`config.mk`:
```
export PLATFORM = sky130hd
export DESIGN_NAME = multi_mode_timer
export DESIGN_NICKNAME = d
export VERILOG_FILES = /design/src/rtl/multi_mode_timer.sv
export SDC_FILE = /design/constraint.sdc
export NUM_CORES = 1
export LEC_CHECK = 0
export ABC_AREA = 1
export ABC_CLOCK_PERIOD_IN_PS = 1850
export CAP_MARGIN = 25
export CELL_PAD_IN_SITES_DETAIL_PLACEMENT = 1
export CELL_PAD_IN_SITES_GLOBAL_PLACEMENT = 1
export CORE_ASPECT_RATIO = 1.25
export CORE_MARGIN = 5
export CORE_UTILIZATION = 32
export CTS_CLUSTER_DIAMETER = 200
export CTS_CLUSTER_SIZE = 10
export DETAILED_ROUTE_END_ITERATION = 8
export PLACE_DENSITY = 0.8
export SLEW_MARGIN = 20
export SYNTH_ARGS = -nofsm -noshare
export SYNTH_HDL_FRONTEND = slang
export SYNTH_SLANG_ARGS = --single-unit
```
`constraint.sdc`:
```
create_clock -name clk -period 1.85 [get_ports clk]
set_input_delay 0.37 -clock clk [delete_from_list [all_inputs] [get_ports clk]]
set_output_delay 0.37 -clock clk [all_outputs]
set_load 0.05 [all_outputs]
```
`src/rtl/multi_mode_timer.sv`:
```
// multi_mode_timer
//   Hour:minute:second stopwatch / countdown timer with an internal prescaler,
//   start/stop/clear/load control, lap capture, overflow and expiry flags.
//
// Ports
//   clk, rst                        clock, synchronous active-high reset
//   mode                            0 = count up, 1 = count down (latched on start from IDLE)
//   start, stop, clear, load, lap   single-cycle command pulses
//   load_hour/minute/second         preload values (saturated to modulus-1)
//   cur_hour/minute/second          current count
//   lap_hour/minute/second          last captured count
//   lap_valid                       one-cycle pulse after a capture
//   running                         high while counting
//   overflow                        one-cycle pulse on up-count wrap to 0:0:0
//   expired                         level, countdown reached zero
//
// state | meaning
// IDLE  | cleared or preloaded, waiting for start
// RUN   | counting on every prescaler tick
// PAUSE | stopped, count and prescaler held
// DONE  | countdown reached zero, waits for clear or load
module multi_mode_timer #(
  parameter int HOUR     = 24,
  parameter int MINUTE   = 60,
  parameter int SECOND   = 60,
  parameter int TICK_DIV = 1,
  parameter int W        = 8
) (
  input  logic         clk,
  input  logic         rst,
  input  logic         mode,
  input  logic         start,
  input  logic         stop,
  input  logic         clear,
  input  logic         load,
  input  logic [W-1:0] load_hour,
  input  logic [W-1:0] load_minute,
  input  logic [W-1:0] load_second,
  input  logic         lap,
  output logic [W-1:0] cur_hour,
  output logic [W-1:0] cur_minute,
  output logic [W-1:0] cur_second,
  output logic [W-1:0] lap_hour,
  output logic [W-1:0] lap_minute,
  output logic [W-1:0] lap_second,
  output logic         lap_valid,
  output logic         running,
  output logic         overflow,
  output logic         expired
);

  typedef enum logic [1:0] {IDLE, RUN, PAUSE, DONE} state_t;

  localparam int PW = (TICK_DIV > 1) ? $clog2(TICK_DIV) : 1;
  localparam logic [PW-1:0] PRESC_LAST = PW'(TICK_DIV - 1);
  localparam logic [W-1:0]  H_MAX = W'(HOUR - 1);
  localparam logic [W-1:0]  M_MAX = W'(MINUTE - 1);
  localparam logic [W-1:0]  S_MAX = W'(SECOND - 1);

  state_t        state;
  logic          mode_q;
  logic [PW-1:0] presc;
  logic          tick;
  logic          at_zero;
  logic          at_max;
  logic [W-1:0]  up_h, up_m, up_s;
  logic [W-1:0]  dn_h, dn_m, dn_s;

  function automatic logic [W-1:0] sat(input logic [W-1:0] v, input logic [W-1:0] mx);
    return (v > mx) ? mx : v;
  endfunction

  assign tick    = (state == RUN) && (presc == PRESC_LAST);
  assign at_zero = (cur_hour == '0) && (cur_minute == '0) && (cur_second == '0);
  assign at_max  = (cur_hour == H_MAX) && (cur_minute == M_MAX) && (cur_second == S_MAX);

  // Carry / borrow ripple for the next up and down values.
  always_comb begin
    up_s = (cur_second == S_MAX) ? '0 : cur_second + W'(1);
    up_m = cur_minute;
    up_h = cur_hour;
    if (cur_second == S_MAX) begin
      up_m = (cur_minute == M_MAX) ? '0 : cur_minute + W'(1);
      if (cur_minute == M_MAX)
        up_h = (cur_hour == H_MAX) ? '0 : cur_hour + W'(1);
    end
    dn_s = (cur_second == '0) ? S_MAX : cur_second - W'(1);
    dn_m = cur_minute;
    dn_h = cur_hour;
    if (cur_second == '0) begin
      dn_m = (cur_minute == '0) ? M_MAX : cur_minute - W'(1);
      if (cur_minute == '0)
        dn_h = (cur_hour == '0) ? H_MAX : cur_hour - W'(1);
    end
  end

  always_ff @(posedge clk) begin
    if (rst) begin
      state      <= IDLE;
      mode_q     <= 1'b0;
      presc      <= '0;
      cur_hour   <= '0;
      cur_minute <= '0;
      cur_second <= '0;
      lap_hour   <= '0;
      lap_minute <= '0;
      lap_second <= '0;
      lap_valid  <= 1'b0;
      running    <= 1'b0;
      overflow   <= 1'b0;
      expired    <= 1'b0;
    end else begin
      lap_valid <= 1'b0;
      overflow  <= 1'b0;

      // Lap samples the pre-tick count and is independent of the commands.
      if (lap && state != IDLE) begin
        lap_hour   <= cur_hour;
        lap_minute <= cur_minute;
        lap_second <= cur_second;
        lap_valid  <= 1'b1;
      end

      if (clear) begin
        state      <= IDLE;
        running    <= 1'b0;
        presc      <= '0;
        cur_hour   <= '0;
        cur_minute <= '0;
        cur_second <= '0;
        expired    <= 1'b0;
      end else if (load && state != RUN) begin
        cur_hour   <= sat(load_hour, H_MAX);
        cur_minute <= sat(load_minute, M_MAX);
        cur_second <= sat(load_second, S_MAX);
        presc      <= '0;
        expired    <= 1'b0;
        if (state == DONE)
          state <= IDLE;
      end else begin
        case (state)
          IDLE: begin
            if (start && !stop) begin
              mode_q <= mode;
              presc  <= '0;
              if (mode && at_zero) begin
                state   <= DONE;
                expired <= 1'b1;
              end else begin
                state   <= RUN;
                running <= 1'b1;
              end
            end
          end
          RUN: begin
            presc <= tick ? '0 : presc + PW'(1);
            if (tick && mode_q && at_zero) begin
              // Zero is never decremented; reaching it ends the countdown.
              state   <= DONE;
              running <= 1'b0;
              expired <= 1'b1;
            end else begin
              if (tick) begin
                if (!mode_q) begin
                  cur_hour   <= up_h;
                  cur_minute <= up_m;
                  cur_second <= up_s;
                  overflow   <= at_max;
                end else begin
                  cur_hour   <= dn_h;
                  cur_minute <= dn_m;
                  cur_second <= dn_s;
                end
              end
              if (stop) begin
                state   <= PAUSE;
                running <= 1'b0;
              end
            end
          end
          PAUSE: begin
            if (start && !stop) begin
              state   <= RUN;
              running <= 1'b1;
            end
          end
          default: ;
        endcase
      end
    end
  end

endmodule
```
# Word-level counts from Yosys, hierarchy flattened
# Index checks and enable logic that the tools add are counted.
classes:
  add_sub_neg: 7
  n_lt_le_gt_ge: 3
  eq_ne: 20
  mux: 52
  bitwise: 5
  reduce_logical: 35
op_table:
  columns: ["operator", "count"]
  rows:
  - ["2-to-1 mux 8 bit", 30]
  - ["adder 8 x 1 -> 8 bit (second input constant)", 3]
  - ["zero test 8 bit", 3]
  - ["subtractor 8 x 1 -> 8 bit (second input constant)", 3]
  - ["equality test 8 x 6 -> 1 bit (second input constant)", 2]
  - ["> comparator 8 x 6 -> 1 bit (second input constant)", 2]
  - ["2-to-1 mux 2 bit", 7]
  - ["logical AND 1 bit", 11]
  - ["2-to-1 mux 1 bit", 11]
  - ["inequality test 2 bit (second input constant)", 5]
  - ["AND reduction 5 bit", 2]
  - ["nonzero test 3 bit", 3]
  - ["equality test 8 x 5 -> 1 bit (second input constant)", 1]
  - ["> comparator 8 x 5 -> 1 bit (second input constant)", 1]
  - ["AND reduction 4 bit", 2]
  - ["nonzero test 2 bit", 4]
  - ["AND reduction 7 bit", 1]
  - ["OR reduction 7 bit", 1]
  - ["inequality test 2 x 1 -> 1 bit (second input constant)", 3]
  - ["inequality test 3 x 1 -> 1 bit (second input constant)", 2]
  - ["inequality test 3 bit (second input constant)", 2]
  - ["one-hot mux 2 bit (3 select lines)", 1]
  - ["AND reduction 6 bit", 1]
  - ["NOT 1 bit", 5]
  - ["14 further kinds", 16]
totals:
  reg_bits: 56
  in_bits: 32
  output_inout_bits: 52
  elab_cells: 135

# Longest topological paths before layout
logic_depth:
  ltp_word: 9
  depth_mapped: 12
  ltp_nobuf: 12

# Least setup slack after synthesis
# Ideal clock, no wire load.
synth_timing:
  kind: "reg-to-reg"
  startpoint: "reg cur_minute[0]"
  endpoint: "reg cur_minute[7]"
  setup_time_ns: 0.117
  t_arrival_ns: 2.103
  required_ns: 1.733
  slack_ns: -0.370
  stages_incl_launch_ff: 11
  n_path_buf: 0
  synth_period_minus_slack_ns: 2.220
  cell_sequence: "dfxtp_1 > clkinv_1 > ha_1 > nand3_2 > nor2_4 > nand2_2 > nor2_1 > nor2_4 > nand3_1 > nor3_1 > nor2_1"
synth_via:
  elab_chain_len: 8
  word_cells_on_any_way: 18
  cone_classes: "add/sub: 2; eq/ne: 2; mux: 9; reduce/logical: 5"
synth_rtl:
  columns: ["item", "line", "text"]
  rows:
  - ["from (decl)", "41", "output logic [W-1:0] cur_minute,"]
  - ["from (signal assigned)", "134", "cur_minute <= sat(load_minute, M_MAX);"]
  - ["from (signal assigned)", "166", "cur_minute <= up_m;"]
  - ["from (signal assigned)", "171", "cur_minute <= dn_m;"]
  - ["adder 8 x 1 -> 8 bit (tied with other cells)", "83", "up_m = (cur_minute == M_MAX) ? '0 : cur_minute + W'(1);"]
  - ["2-to-1 mux 8 bit, on equally long branches", "83, 91", null]
  - ["2-to-1 mux 8 bit, on equally long branches", "82, 90", null]
  - ["2-to-1 mux 8 bit", "164", "if (!mode_q) begin"]
  - ["2-to-1 mux 8 bit", "163", "if (tick) begin"]
  - ["2-to-1 mux 8 bit", "157", "if (tick && mode_q && at_zero) begin"]
  - ["2-to-1 mux 8 bit", "141", "case (state)"]
  - ["2-to-1 mux 8 bit", "132", "end else if (load && state != RUN) begin"]
# Parallel ways exist; a longest one is shown, timed or not. The select of a mux whose other input is x is not followed.
# A chain may end at the register's enable or synchronous reset.

# Final worst setup path
layout_timing:
  startpoint: "reg cur_minute[0]"
  endpoint: "reg cur_hour[5]"
layout_via:
  elab_chain_len: 6
  word_cells_on_any_way: 9
  cone_classes: "eq/ne: 3; reduce/logical: 6"
layout_rtl:
  columns: ["item", "line", "text"]
  rows:
  - ["zero test 8 bit", "74, 92", null]
  - ["logical AND 1 bit (2 in a row)", "74", "assign at_zero = (cur_hour == '0) && (cur_minute == '0) && (cur_second == '0);"]
  - ["logical AND 1 bit", "157", null]
  - ["inequality test 2 bit (no line)", null, null]
  - ["AND reduction 7 bit (no line) *", null, null]
  - ["to (signal assigned)", "133", "cur_hour <= sat(load_hour, H_MAX);"]
  - ["to (signal assigned)", "165", "cur_hour <= up_h;"]
  - ["to (signal assigned)", "170", "cur_hour <= dn_h;"]
  - ["to (decl)", "40", "output logic [W-1:0] cur_hour,"]
# Every way passes the cells marked *; elsewhere a longest branch is shown, timed or not.

==> impl_metrics.csv <==
group,metric,value,unit
worst_setup_path,worst_r2r_startpoint,"cur_minute[0]",
detailed_routing,first_pass_iters,4,
worst_setup_path,r2r_slack,0.06,ns
die,fp.dieW,108,um
sta,fin_setup_tns,0,ns
logic_synthesis,synth_nets,634,
clock_network,cts-hold-fix-buffers,0,
power,internal_power,2.24,mW
detailed_routing,antenna_left,0,
placement,placement.io_buffers,83,
worst_setup_path,worstSetupEndpointType,"flip-flop",
sta,finClkSkew,0.00476,ns
sta,final.period_utilization,96.7,%
sta,hold_viol_final,0,
power,power.share.clock,29.1,%
power,switching_share,37.4,%
logic_synthesis,synth_seq_cells,56,
run_status,run_status,"completed",
power,p_per_area,656,nW/um2
job,max_cap_violation_count,0,
finish,post_route_cells_drive_above_1_share,26.4,%
global_routing,grt_pass1_wl,23700,um
finish,growth_of_design_area_from_synthesis_to_finish,42.6,%
placement,dp_hpwl,11700,um
worst_setup_path,critPathCapture,"cur_hour[5]",
detailed_routing,routed_wl,15300,um
worst_setup_path,worst_r2r_dst,"cur_hour[5]",
sta,final.hold.worst_slack,0.452,ns
power,power.ir.vdd_worst,397,uV
sta,min_period,1.79,ns
global_routing,grt-ovfl-total,0,
logic_synthesis,yosysWarnings,0,
die,floorplan.io_pins,84,
logic_synthesis,syn_area_per_cell,6.50,um2
detailed_routing,dr.first_iter.drc_count,202,
global_routing,initial_antenna_violation_count,0,
finish,finish.net_count,764,
clock_network,cts_made_buffers,5,
sta,worst_pin_slew,0.342,ns
clock_network,cts-root-to-sink-buffers,2,
worst_setup_path,timing_worst_setup_path_type,"flip-flop to flip-flop",
finish,antenna-diode-count,0,
detailed_routing,drt-vias-per-instance,5.11,
logic_synthesis,ys_top_cells_by_area,"sky130_fd_sc_hd__dfxtp_1 (29%), sky130_fd_sc_hd__nand2_1 (12%), sky130_fd_sc_hd__nor2_1 (8.6%)",
logic_synthesis,synth_top_cell_by_area,"sky130_fd_sc_hd__dfxtp_1",
power,power.share.sequential,36.9,%
die,std_cell_rows,44,
worst_setup_path,start_kind,"flip-flop",
logic_synthesis,synth.most_common_cell,"sky130_fd_sc_hd__nand2_1",
clock_network,cts_max_level,2,
clock_network,clock_sinks,56,
logic_synthesis,synth_largest_type_area_fraction,29.3,%
placement,gp_congestion,0.875,
power,netSwitchingPower,1.33,mW
finish,filler_cell_count,1555,
detailed_routing,routed-via-count,4493,
logic_synthesis,syn_inst,588,
detailed_routing,wl_per_cell,17.3,um
global_routing,track_usage,20.5,%
clock_network,clock_latency_late_sink,0.31,ns
clock_network,path_clk_slew,0.08,ns
hold_path,hold_class,"flip-flop to flip-flop",
sta,clock.fmax,559,MHz
worst_setup_path,timing.critical_path.fanout_max,6,
worst_setup_path,cp_data_required_time,2.05,ns
logic_synthesis,synthFlopType,"sky130_fd_sc_hd__dfxtp_1",
clock_network,tritoncts_clock_tree,"built",
global_routing,grt_start_max_net_pins,29,
sta,max_slew_headroom_at_the_worst_pin,77.1,%
sta,setup_viol,0,
die,start_util,32.7,%
global_routing,first_global_vias,4732,
die,design.core.area,11700,um2
detailed_routing,drc_errors,0,
logic_synthesis,syn_area,3820,um2
die,die-area,14200,um2
logic_synthesis,synth-edff-count,0,
power,power_leakage,2.51,nW
power,power_frac_comb,34.0,%
logic_synthesis,count_of_unique_library_cells_instantiated_by_yosys,39,
logic_synthesis,async_flop_share,0,%
worst_setup_path,reg2regPathDepth,12,
logic_synthesis,seq_total_area_yosys,29.3,%
worst_setup_path,cp-startpoint,"cur_minute[0]",
sta,slew_violations,0,
die,die_y,132,um
logic_synthesis,synth_top_cells_by_count,"sky130_fd_sc_hd__nand2_1 (126), sky130_fd_sc_hd__nor2_1 (88), sky130_fd_sc_hd__dfxtp_1 (56), sky130_fd_sc_hd__o21ai_0 (56), sky130_fd_sc_hd__nand3_1 (55)",
worst_setup_path,timing.critical_path.arrival,1.99,ns
clock_network,cts_root_buffer,"sky130_fd_sc_hd__clkbuf_16",
-- state kept, by name, summed over array words and instances, names as in the netlist, 2 cells and up --
| name | flops |
|---|---|
| cur_hour | 8 |
| cur_minute | 8 |
| cur_second | 8 |
| lap_hour | 8 |
| lap_minute | 8 |
| lap_second | 8 |
| state | 2 |
-- cells in the final DEF (no fill, tap or decap), types with 14 or more instances in the layout --
master | netlist | routed
sky130_fd_sc_hd__xor2_1 | 14 | 14
sky130_fd_sc_hd__nand3_1 | 55 | 54
sky130_fd_sc_hd__a21oi_1 | 38 | 36
sky130_fd_sc_hd__nor2_1 | 88 | 82
sky130_fd_sc_hd__buf_4 | 1 | 103
sky130_fd_sc_hd__nand2_1 | 126 | 125
sky130_fd_sc_hd__dfxtp_1 | 56 | 43
sky130_fd_sc_hd__clkdlybuf4s50_1 | 0 | 31
sky130_fd_sc_hd__o21ai_0 | 56 | 54
sky130_fd_sc_hd__inv_1 | 49 | 45
-- routing by layer --
metal | vias to the layer above | share of wire, % | GRT usage, %
met3 | 38 | 4.2 | 2.65
met2 | 121 | 52 | 36.1
met1 | 2155 | 41 | 24.8
li1 | 2179 | - | -
met5 | - | 0 | 0
met4 | 0 | 3.3 | 8.63
-- worst min-delay path by stage --
stage | start | end | slack, ns | depth (start not counted)
3_5_place_dp | presc | presc | 0.44 | 2
4_1_cts | presc | presc | 0.45 | 2
5_1_grt | presc | presc | 0.48 | 2
2_1_floorplan | presc | presc | 0.42 | 2
3_3_place_gp | presc | presc | 0.43 | 2
6_report | presc | presc | 0.45 | 2
-- cell type report --
type	instances	area, um2	share of cell area [%]
clock buffers	5	125	2.30
flip-flops and latches	56	1140	21.0
well taps	161	201	3.70
clock inverters	3	27.5	0.505
inverters	55	214	3.93
multi-input cells	455	2440	44.7
repair buffers	145	1300	23.8
-- power by group through the flow --
stage | registers [mW] | logic (mW) | clock network, mW
floorplan | 1.53 | 0.520 | 0
global placement | 1.34 | 1.11 | 0
detailed placement | 1.35 | 1.14 | 0
CTS | 1.32 | 1.14 | 1.05
global route | 1.33 | 1.30 | 1.10
finish | 1.32 | 1.21 | 1.04
-- critical path, stage by stage, from the launching register on --
cell	delay (ns)
sky130_fd_sc_hd__dfxtp_4	0.39
sky130_fd_sc_hd__ha_2	0.18
sky130_fd_sc_hd__inv_1	0.07
sky130_fd_sc_hd__nor2_2	0.12
sky130_fd_sc_hd__nand3_2	0.09
sky130_fd_sc_hd__nand2_1	0.10
sky130_fd_sc_hd__nand2_1	0.08
sky130_fd_sc_hd__o21ai_2	0.19
sky130_fd_sc_hd__buf_12	0.14
sky130_fd_sc_hd__buf_8	0.12
sky130_fd_sc_hd__nand3_1	0.07
sky130_fd_sc_hd__nand2_1	0.07
sky130_fd_sc_hd__nor2_1	0.04
-- kinds of logic after synthesis --
| kind of cell | after synthesis | synth area share, % |
|---|---|---|
| AND/OR/NAND/NOR | 314 | 37.5 |
| AO/OA/AOI/OAI | 111 | 15.6 |
| buffers and inverters | 77 | 9.37 |
| flip-flops | 56 | 29.3 |
| XOR/XNOR | 16 | 3.67 |
| adder cells (fa/ha/maj) | 14 | 4.58 |
-- repair_timing --
item,in CTS,in global routing
setup buffers,0,7
gates resized for setup,0,39
setup endpoints to repair,0,27
hold endpoints to repair,0,0
-- through the flow --
step                instance area [um2]  setup WS, ns  instances  util [%]  power, mW
floorplan                          3840        0.0132        588         -       2.05
global placement                   5130        0.0232        865      43.9       2.45
detailed placement                 5130       -0.0392        865      43.9       2.48
CTS                                5280        0.0156        873      45.2       3.51
global route                       5450       -0.0241        880      46.7       3.73
finish                             5450        0.0613        880      46.7       3.57
Power figures use the tool's default switching activity.
